`src/rtl/intr_vec.sv`:
```
// Vectored interrupt controller: per-source sticky pending with edge/level mode,
// enable mask, global enable and a fixed-priority claim register (source 0 wins).

module intr_vec_src (
  input  logic clk,
  input  logic reset,
  input  logic src_i,
  input  logic mode_i,
  input  logic clr_i,
  output logic src_q_o,
  output logic pend_q_o
);
  logic src_q, pend_q, pend_d;

  // Level sources follow the line; edge sources are sticky and set beats clear.
  always_comb begin
    if (mode_i) pend_d = (src_i & ~src_q) | (pend_q & ~clr_i);
    else        pend_d = src_i;
  end

  always_ff @(posedge clk) begin
    if (reset) begin
      src_q  <= 1'b0;
      pend_q <= 1'b0;
    end else begin
      src_q  <= src_i;
      pend_q <= pend_d;
    end
  end

  assign src_q_o  = src_q;
  assign pend_q_o = pend_q;
endmodule

module intr_vec #(
  parameter int RV   = 16,
  parameter int NSRC = 8,
  parameter int IW   = (NSRC > 1) ? $clog2(NSRC) : 1
) (
  input  logic            clk,
  input  logic            reset,
  input  logic [NSRC-1:0] src,
  input  logic [3:0]      io_addr,
  input  logic            io_write,
  input  logic            io_read,
  input  logic [RV-1:0]   io_wdata,
  output logic [RV-1:0]   io_rdata,
  output logic            interrupt
);
  typedef struct packed {
    logic pend_w;
    logic en_w;
    logic mode_w;
    logic ctrl_w;
    logic claim_r;
  } acc_t;

  acc_t            acc;
  logic [NSRC-1:0] src_q, pend_q, clr, act, win_oh;
  logic [NSRC-1:0] en_q, en_d, mode_q, mode_d;
  logic            gie_q, gie_d, irq_q, irq_d;
  logic [IW-1:0]   win_idx;
  logic            win_vld;
  logic            unused_wdata;

  assign acc.pend_w  = io_write & (io_addr == 4'd0);
  assign acc.en_w    = io_write & (io_addr == 4'd1);
  assign acc.mode_w  = io_write & (io_addr == 4'd2);
  assign acc.ctrl_w  = io_write & (io_addr == 4'd5);
  assign acc.claim_r = io_read  & (io_addr == 4'd3);

  assign act     = pend_q & en_q;
  assign win_vld = |act;
  assign win_oh  = act & ~(act - NSRC'(1));

  always_comb begin
    win_idx = '0;
    for (int i = 0; i < NSRC; i++)
      if (win_oh[i]) win_idx = win_idx | IW'(i);
  end

  // Lanes ignore clr in level mode, so W1C and claim only affect edge sources.
  assign clr = ({NSRC{acc.pend_w}} & io_wdata[NSRC-1:0])
             | ({NSRC{acc.claim_r & win_vld}} & win_oh);

  for (genvar g = 0; g < NSRC; g++) begin : g_src
    intr_vec_src u_src (
      .clk      (clk),
      .reset    (reset),
      .src_i    (src[g]),
      .mode_i   (mode_q[g]),
      .clr_i    (clr[g]),
      .src_q_o  (src_q[g]),
      .pend_q_o (pend_q[g])
    );
  end

  assign en_d   = acc.en_w   ? io_wdata[NSRC-1:0] : en_q;
  assign mode_d = acc.mode_w ? io_wdata[NSRC-1:0] : mode_q;
  assign gie_d  = acc.ctrl_w ? io_wdata[0]        : gie_q;
  assign irq_d  = gie_q & win_vld;

  always_ff @(posedge clk) begin
    if (reset) begin
      en_q   <= '0;
      mode_q <= '0;
      gie_q  <= 1'b0;
      irq_q  <= 1'b0;
    end else begin
      en_q   <= en_d;
      mode_q <= mode_d;
      gie_q  <= gie_d;
      irq_q  <= irq_d;
    end
  end

  always_comb begin
    io_rdata = '0;
    case (io_addr)
      4'd0: io_rdata[NSRC-1:0] = pend_q;
      4'd1: io_rdata[NSRC-1:0] = en_q;
      4'd2: io_rdata[NSRC-1:0] = mode_q;
      4'd3: begin
        io_rdata[RV-1]   = win_vld;
        io_rdata[IW-1:0] = win_idx;
      end
      4'd4: io_rdata[NSRC-1:0] = src_q;
      4'd5: io_rdata[0] = gie_q;
      default: ;
    endcase
  end

  assign interrupt    = irq_q;
  assign unused_wdata = ^io_wdata[RV-1:NSRC];
endmodule
```
`config.mk`:
```
export PLATFORM = sky130hd
export DESIGN_NAME = intr_vec
export DESIGN_NICKNAME = d
export VERILOG_FILES = /design/src/rtl/intr_vec.sv
export SDC_FILE = /design/constraint.sdc
export NUM_CORES = 1
export LEC_CHECK = 0
export CAP_MARGIN = 20
export CORE_MARGIN = 2
export CORE_UTILIZATION = 48
export CTS_CLUSTER_SIZE = 28
export DETAILED_ROUTE_END_ITERATION = 10
export GPL_TIMING_DRIVEN = 1
export PLACE_DENSITY_LB_ADDON = 0.12
export SLEW_MARGIN = 15
export SYNTH_ARGS = -nofsm -noshare
export SYNTH_HDL_FRONTEND = slang
export SYNTH_HIERARCHICAL = 1
export SYNTH_SLANG_ARGS = --single-unit
```
`constraint.sdc`:
```
create_clock -name clk -period 2.2 [get_ports clk]
set_input_delay 0.33 -clock clk [delete_from_list [all_inputs] [get_ports clk]]
set_output_delay 0.33 -clock clk [all_outputs]
set_load 0.1 [all_outputs]
```
==> summary.md, run 1 <==
| Metric | Value |
|---|---|
| Outcome | finished clean |
| NetSw | 0.3928 mW |
| Hold depth | 2 |
| VDD IR-drop max | 0.4144 mV |
| Area delta synth->final | 41.19% |
| Starting Density | 50.07% |
| Clock skew | 6.229 ps |
| Chip height | 66.03 um |
| Post-route setup TNS | 0 ps |
| Cell depth of the worst flop-to-flop path | 7 |
| Top post-synthesis cells by area | dfxtp_1, mux2i_1, nand2_1 |
| Port bufs | 33 |
| Tot Pwr | 1.498 mW |
| Via total after detailed routing | 1756 |
| First drt pass iteration count | 4 |
| Leak Pwr | 1.155 nW |
| Final #Nets | 302 |
| Largest net degree at the start of global routing | 35 |
| CP endpoint kind | primary output |
| N_diodes | 0 |
| GRT Overall Usage | 24.34% |
| Worst r2r src | en_q[1] |
| Die Wd | 66.03 um |
| Critical hold path startpoint | g_src[2].u_src/src_q_o |
| Cell Area, Synth | 1847 um^2 |
| Drt wl/cell | 14.65 um |
| Clock share of power | 39.0% |
| Fin. max-slew vios | 0 |
| CTS tree | built |
| Post-synth top area share | 36.86% |
| Gr ovfl total | 0 |
| Clk buf depth | 2 |
| Mapped Cells | 213 |
| Placed cells | 311 |
| First-pass GRT wire length | 7.928 mm |
| Worst Path Max Fanout | 6 |
| Reg clk slew, reported paths | 70 ps |
| CP startpoint kind | primary input |
| Cell Pwr Density | 574.4 nW/um^2 |
| Pint | 1.105 mW |
| Fmax achieved | 0.4803 GHz |
| RSZ-0062 raised after global routing | no |
| Part of the cycle the worst path needs | 94.63% |
| Part of the power in registers | 43.7% |
| RD Place Congestion | 0.8672 |
| Worst reg-to-reg setup slack | 400 ps |
| Post-CTS Setup Inserts | 0 |
| Synth Warn # | 6 |
| Combinational share of power | 17.3% |
| Cell row count | 22 |
| Fin. Hold Viols | 0 |
| Post-synthesis sequential area ratio | 36.86% |
| WS Path Type | primary input to primary output |
| Avg Cell Area, Syn | 8.670 um^2 |
| Worst Hold Endpoint | g_src[2].u_src/pend_q_o |
| Fin cells | 318 |
| Vias in the first global route | 1701 |
| Vias/cell | 5.522 |
| Io pins | 49 |
| Dominant synthesized flop cell | dfxtp_1 |
| DRC | 0 |
| Initial antenna violation count | 0 |
| DP Worst Slack | -135.3 ps |
| Area leader, netlist | dfxtp_1 |
| CTS Sinks | 34 |
| Share of layout cells above drive strength 1 | 20.74% |
| Hold slack final | 477.4 ps |
| Post-synth EDFFs | 0 |
| Post-route ant nets | 0 |
| R2R Path End | g_src[6].u_src/pend_q_o |
| Distinct cells, synth | 32 |
| DP HPWL | 3.316 mm |
| DR iter-0 viols | 128 |
| Die area | 4359 um^2 |
| Synthesis-stage register bit count | 34 |
| Num CTS Buffers | 5 |
| Core box area | 3689 um^2 |
| Final WS setup | 118.0 ps |
| Worst hold path class | register to register |
| MaxCap Viol Count | 0 |
| Clock Latency Late Sink | 290 ps |
| CTS H-tree depth | 2 |
| Final wirelength | 4.658 mm |
| CP arrival | 1750 ps |
| # setup viols final | 0 |
| Crit path required time | 1870 ps |
| CTS Root Cell | clkbuf_8 |
| Tmin final | 2082 ps |
| Post-synth ARST share | 0% |
| Switching Fraction | 26.22% |
registers in the layout (all words and copies together), names as in the netlist:
register / count
gie_q: 1
g_src.u_src/pend_q_o: 8
en_q: 8
g_src.u_src/src_q_o: 8
interrupt: 1
mode_q: 8
metal layers:
layer  wire [um]  up-vias  GRT usage [%]
li1            -      871              -
met1        2046      806          31.76
met2        2225       67          39.52
met3         318       12          6.644
met4          68        0          6.633
met5           0        -              0
critical path, cell delays in order:
cell and delay [ps]:
clkdlybuf4s50_1 500, buf_4 170, nor4bb_4 310, a21oi_1 100, nand4_1 140, buf_12 190
cells in the final DEF, fill, tap and decap left out, drive strengths merged, types with 3 or more instances in the layout:
cell,instances
nor2b,10
nor2,14
nand2,40
a21oi,11
a32o,3
clkbuf,6
conb,7
a21o,8
nand4,3
mux2i,16
buf,37
dfxtp,34
o21ai,10
clkdlybuf4s50,20
and4bb,9
a22o,8
nand3,14
a22oi,3
worst max-delay path by stage:
stage / cells past startpoint / slack [ps] / start / end
after floorplan: 3 / -390 / g_src[2].u_src/pend_q_o / io_rdata[2]
after global placement: 7 / -150 / io_addr[2] / io_rdata[4]
after detailed placement: 7 / -140 / io_addr[2] / io_rdata[5]
after CTS: 7 / 10 / io_addr[3] / io_rdata[0]
after global routing: 5 / 10 / en_q[1] / io_rdata[15]
final: 6 / 120 / io_addr[0] / io_rdata[0]
power groups by stage:
stage,combinational (mW),sequential (mW),clock [mW]
finish,0.259,0.654,0.585
global route,0.274,0.657,0.635
CTS,0.256,0.653,0.602
detailed placement,0.256,0.667,0
global placement,0.253,0.666,0
floorplan,0.159,0.662,0
layout make-up:
| cell class | instances | area [um^2] |
|---|---|---|
| repair buffers | 60 | 640.6 |
| clock inverters | 1 | 30.03 |
| fillers | 313 | 1081 |
| flip-flops and latches | 34 | 680.7 |
| clock buffers | 6 | 82.58 |
| well taps | 48 | 60.06 |
| multi-input cells | 169 | 1114 |
through the flow:
| stage | util [%] | area, um^2 |
|---|---|---|
| 2_1_floorplan | - | 1878 |
| 3_3_place_gp | 66.86 | 2466 |
| 3_5_place_dp | 66.86 | 2466 |
| 4_1_cts | 70.12 | 2586 |
| 5_1_grt | 70.69 | 2608 |
| 6_report | 70.69 | 2608 |
kinds of logic (layout without fill, tap and decap cells):
kind of cell / after synthesis / in the layout / synth area share [%]
simple gates: 98 / 98 / 30.35
compound gates: 48 / 48 / 18.23
flops: 34 / 34 / 36.86
mux: 16 / 16 / 8.672
buf+inv: 16 / 67 / 5.690
other cells: 1 / 7 / 0.2031
Yosys cell counts (all sizes together) (8+ instances only):
library cell	count
a21oi	11
a21o	8
nand2	40
o21ai	10
nor2b	10
dfxtp	34
buf	13
mux2i	16
nor2	14
a22o	8
and4bb	9
nand3	14
repair_timing:
action | in CTS | in global routing
resized for setup | 6 | 4
hold buffers | 0 | 0
endpoints found under the hold margin | 0 | 0
pin swaps | 1 | 1
cloned | 0 | 0
endpoints found under the setup margin | 8 | 7
(Power assumes the default switching activity.)
==> inputs of run 2 (changes only) <==
Settings changed: CAP_MARGIN 20 to not set, CORE_UTILIZATION 48 to 43, SYNTH_HIERARCHICAL 1 to not set.
==> summary.md, run 2 <==
| Metric | Value |
|---|---|
| DP HPWL | 3.623 mm (+9.3%) |
| Top post-synthesis cells by area | dfxtp_1, nand2_1, mux2i_1 |
| CP arrival | 1820 ps (+70 ps) |
| Fillers | 363 (+16%) |
| Num CTS Buffers | 5 (unchanged) |
| Post-synth ARST share | 0% (unchanged) |
| DR iter-0 viols | 124 (-3.1%) |
| Fin. max-slew vios | 0 (unchanged) |
| Part of the power in registers | 44.7% (+1.0 points) |
| Clock Latency Late Sink | 290 ps (about the same) |
| NetSw | 0.4010 mW (+2.1%) |
| GRT Overall Usage | 22.37% (-2.0 points) |
| DP Worst Slack | -143.2 ps (-7.884 ps) |
| Most frequent cells after synthesis | nand2_1, dfxtp_1, mux2i_1 |
| Multi-input gate area | 1094 um^2 (-1.8%) |
| Reg clk slew, reported paths | 70 ps (about the same) |
| VDD IR-drop max | 0.4021 mV (-3.0%) |
| Tmin final | 2148 ps (+66.35 ps) |
| CP endpoint kind | primary output |
| Part of the cycle the worst path needs | 97.65% (+3.0 points) |
| Post-synth top area share | 37.34% (+0.48 points) |
| Io pins | 49 (unchanged) |
| Clock share of power | 36.9% (-2.1 points) |
| Finished Cell Area | 2640 um^2 (+1.2%) |
| Combinational share of power | 18.5% (+1.2 points) |
| Outcome | finished clean |
| Avg Cell Area, Syn | 8.479 um^2 (-2.2%) |
| Switching Fraction | 27.36% (+1.1 points) |
| Gr ovfl total | 0 (unchanged) |
| Mapped Cells | 215 (+0.94%) |
| Worst Path Max Fanout | 6 (unchanged) |
| Post-synth EDFFs | 0 (unchanged) |
| Cell row count | 23 (+4.5%) |
| Pint | 1.064 mW (-3.7%) |
| Crit path required time | 1870 ps (about the same) |
| Hold slack final | 494.4 ps (+16.98 ps) |
| Area after DPL | 2425 um^2 (-1.7%) |
| Largest net degree at the start of global routing | 35 (unchanged) |
| Die Wd | 69.11 um (+4.7%) |
| Most common cell after layout, fill and taps aside | nand2_1 |
| Post-synthesis sequential area ratio | 37.34% (+0.48 points) |
| DRC | 0 (unchanged) |
| Worst hold path class | register to register |
| Most frequent cells in the layout | nand2_1, dfxtp_1, buf_4 |
| Vias/cell | 5.595 (+1.3%) |
| MaxCap Viol Count | 0 (unchanged) |
| Initial antenna violation count | 0 (unchanged) |
| WS Path Type | primary input to primary output |
| Clk buf depth | 2 (unchanged) |
| Cell Area, Synth | 1823 um^2 (-1.3%) |
| Final WS setup | 51.69 ps (-66.35 ps) |
| CTS Sinks | 34 (unchanged) |
| Die area | 4776 um^2 (+9.6%) |
| Drt wl/cell | 15.83 um (+8.1%) |
| Share of layout cells above drive strength 1 | 21.74% (+1.0 points) |
| # setup viols final | 0 (unchanged) |
| N_diodes | 0 (unchanged) |
| CP startpoint kind | primary input |
| Cell Pwr Density | 555.0 nW/um^2 (-3.4%) |
| First-pass GRT wire length | 8.411 mm (+6.1%) |
| Vias in the first global route | 1718 (+1.0%) |
| Via total after detailed routing | 1824 (+3.9%) |
| Dominant synthesized flop cell | dfxtp_1 |
| FF+latch area | 680.7 um^2 (unchanged) |
| Synthesis-stage register bit count | 34 (unchanged) |
| Starting Density | 45.25% (-4.8 points) |
| Port bufs | 33 (unchanged) |
| Worst slew margin | 66.10% |
| Area delta synth->final | 44.82% |
| RD Place Congestion | 0.9194 (+6.0%) |
| Fin. Hold Viols | 0 (unchanged) |
| First drt pass iteration count | 4 (unchanged) |
| Clock skew | 3.266 ps (-2.963 ps) |
| Fmax achieved | 0.4655 GHz (-3.1%) |
| Final wirelength | 5.162 mm (+11%) |
| Area leader, netlist | dfxtp_1 |
| CTS tree | built |
| CTS H-tree depth | 2 (unchanged) |
| Synth Warn # | 0 (-6) |
| Distinct cells, synth | 41 (+28%) |
| Leak Pwr | 1.013 nW (-12%) |
| Post-route setup TNS | 0 ps (unchanged) |
| Post-route ant nets | 0 (unchanged) |
| Core box area | 4029 um^2 (+9.2%) |
| CTS Root Cell | clkbuf_8 |
| Final #Nets | 307 (+1.7%) |
| Chip height | 69.11 um (+4.7%) |
| Worst-Margin Slew | 501.7 ps |
| Top-count cell post-synth | nand2_1 |
run 2: layout make-up:
class	instances	area share (%)
Sequential cell	34	25.78
Timing Repair Buffer	64	26.26
Clock buffer	8	4.171
Multi-Input combinational cell	170	41.42
Tap cell	50	2.370
run 2: metal layers:
layer,global-route usage (%),share of wire [%]
met3,4.678,4.7
met1,30.28,46
met2,32.69,47
met4,13.07,2.8
met5,0,0
run 2: final timing paths:
path	start	end	slack, ps	depth (start not counted)
worst max-delay path	io_addr[2]	io_rdata[6]	50	6
worst min-delay path	g_src[4].u_src.src_q_o	g_src[4].u_src.pend_q_o	490	3
worst max register to register	en_q[2]	g_src[7].u_src.pend_q_o	690	5
worst min register to register	g_src[4].u_src.src_q_o	g_src[4].u_src.pend_q_o	490	3
run 2: worst max-delay path, cell delays in order:
cell,delay [ps]
dlygate4sd2_1,290
bufbuf_16,290
nor4b_4,290
buf_4,220
a22o_1,200
buf_12,190
run 2: timing repair:
item / in CTS / in global routing
gates resized for setup: 5 / 5
hold buffers: 0 / 0
gates cloned: 1 / 0
setup endpoints to repair: 8 / 8
pin swaps: 2 / 2
setup buffers: 5 / 1
run 2: cell families after synthesis:
kind of cell / count (synthesis) / share of synthesized area, %
simple gates: 98 / 28.41
compound gates: 48 / 18.53
buf+inv: 17 / 5.490
mux: 17 / 10.02
flops: 34 / 37.34
other cells: 1 / 0.2057
run 2: power groups by stage:
stage	logic, mW	clock network [mW]	registers, mW
2_1_floorplan	0.162	0	0.662
4_1_cts	0.267	0.559	0.654
3_3_place_gp	0.252	0	0.667
5_1_grt	0.284	0.584	0.657
3_5_place_dp	0.253	0	0.668
6_report	0.270	0.540	0.655
run 2: metrics by stage:
step	total power [mW]	std cells	util, %
after floorplan	0.8243	221	-
after global placement	0.9195	311	60.19
after detailed placement	0.9205	311	60.19
after CTS	1.479	325	64.91
after global routing	1.525	326	65.53
final	1.465	326	65.53
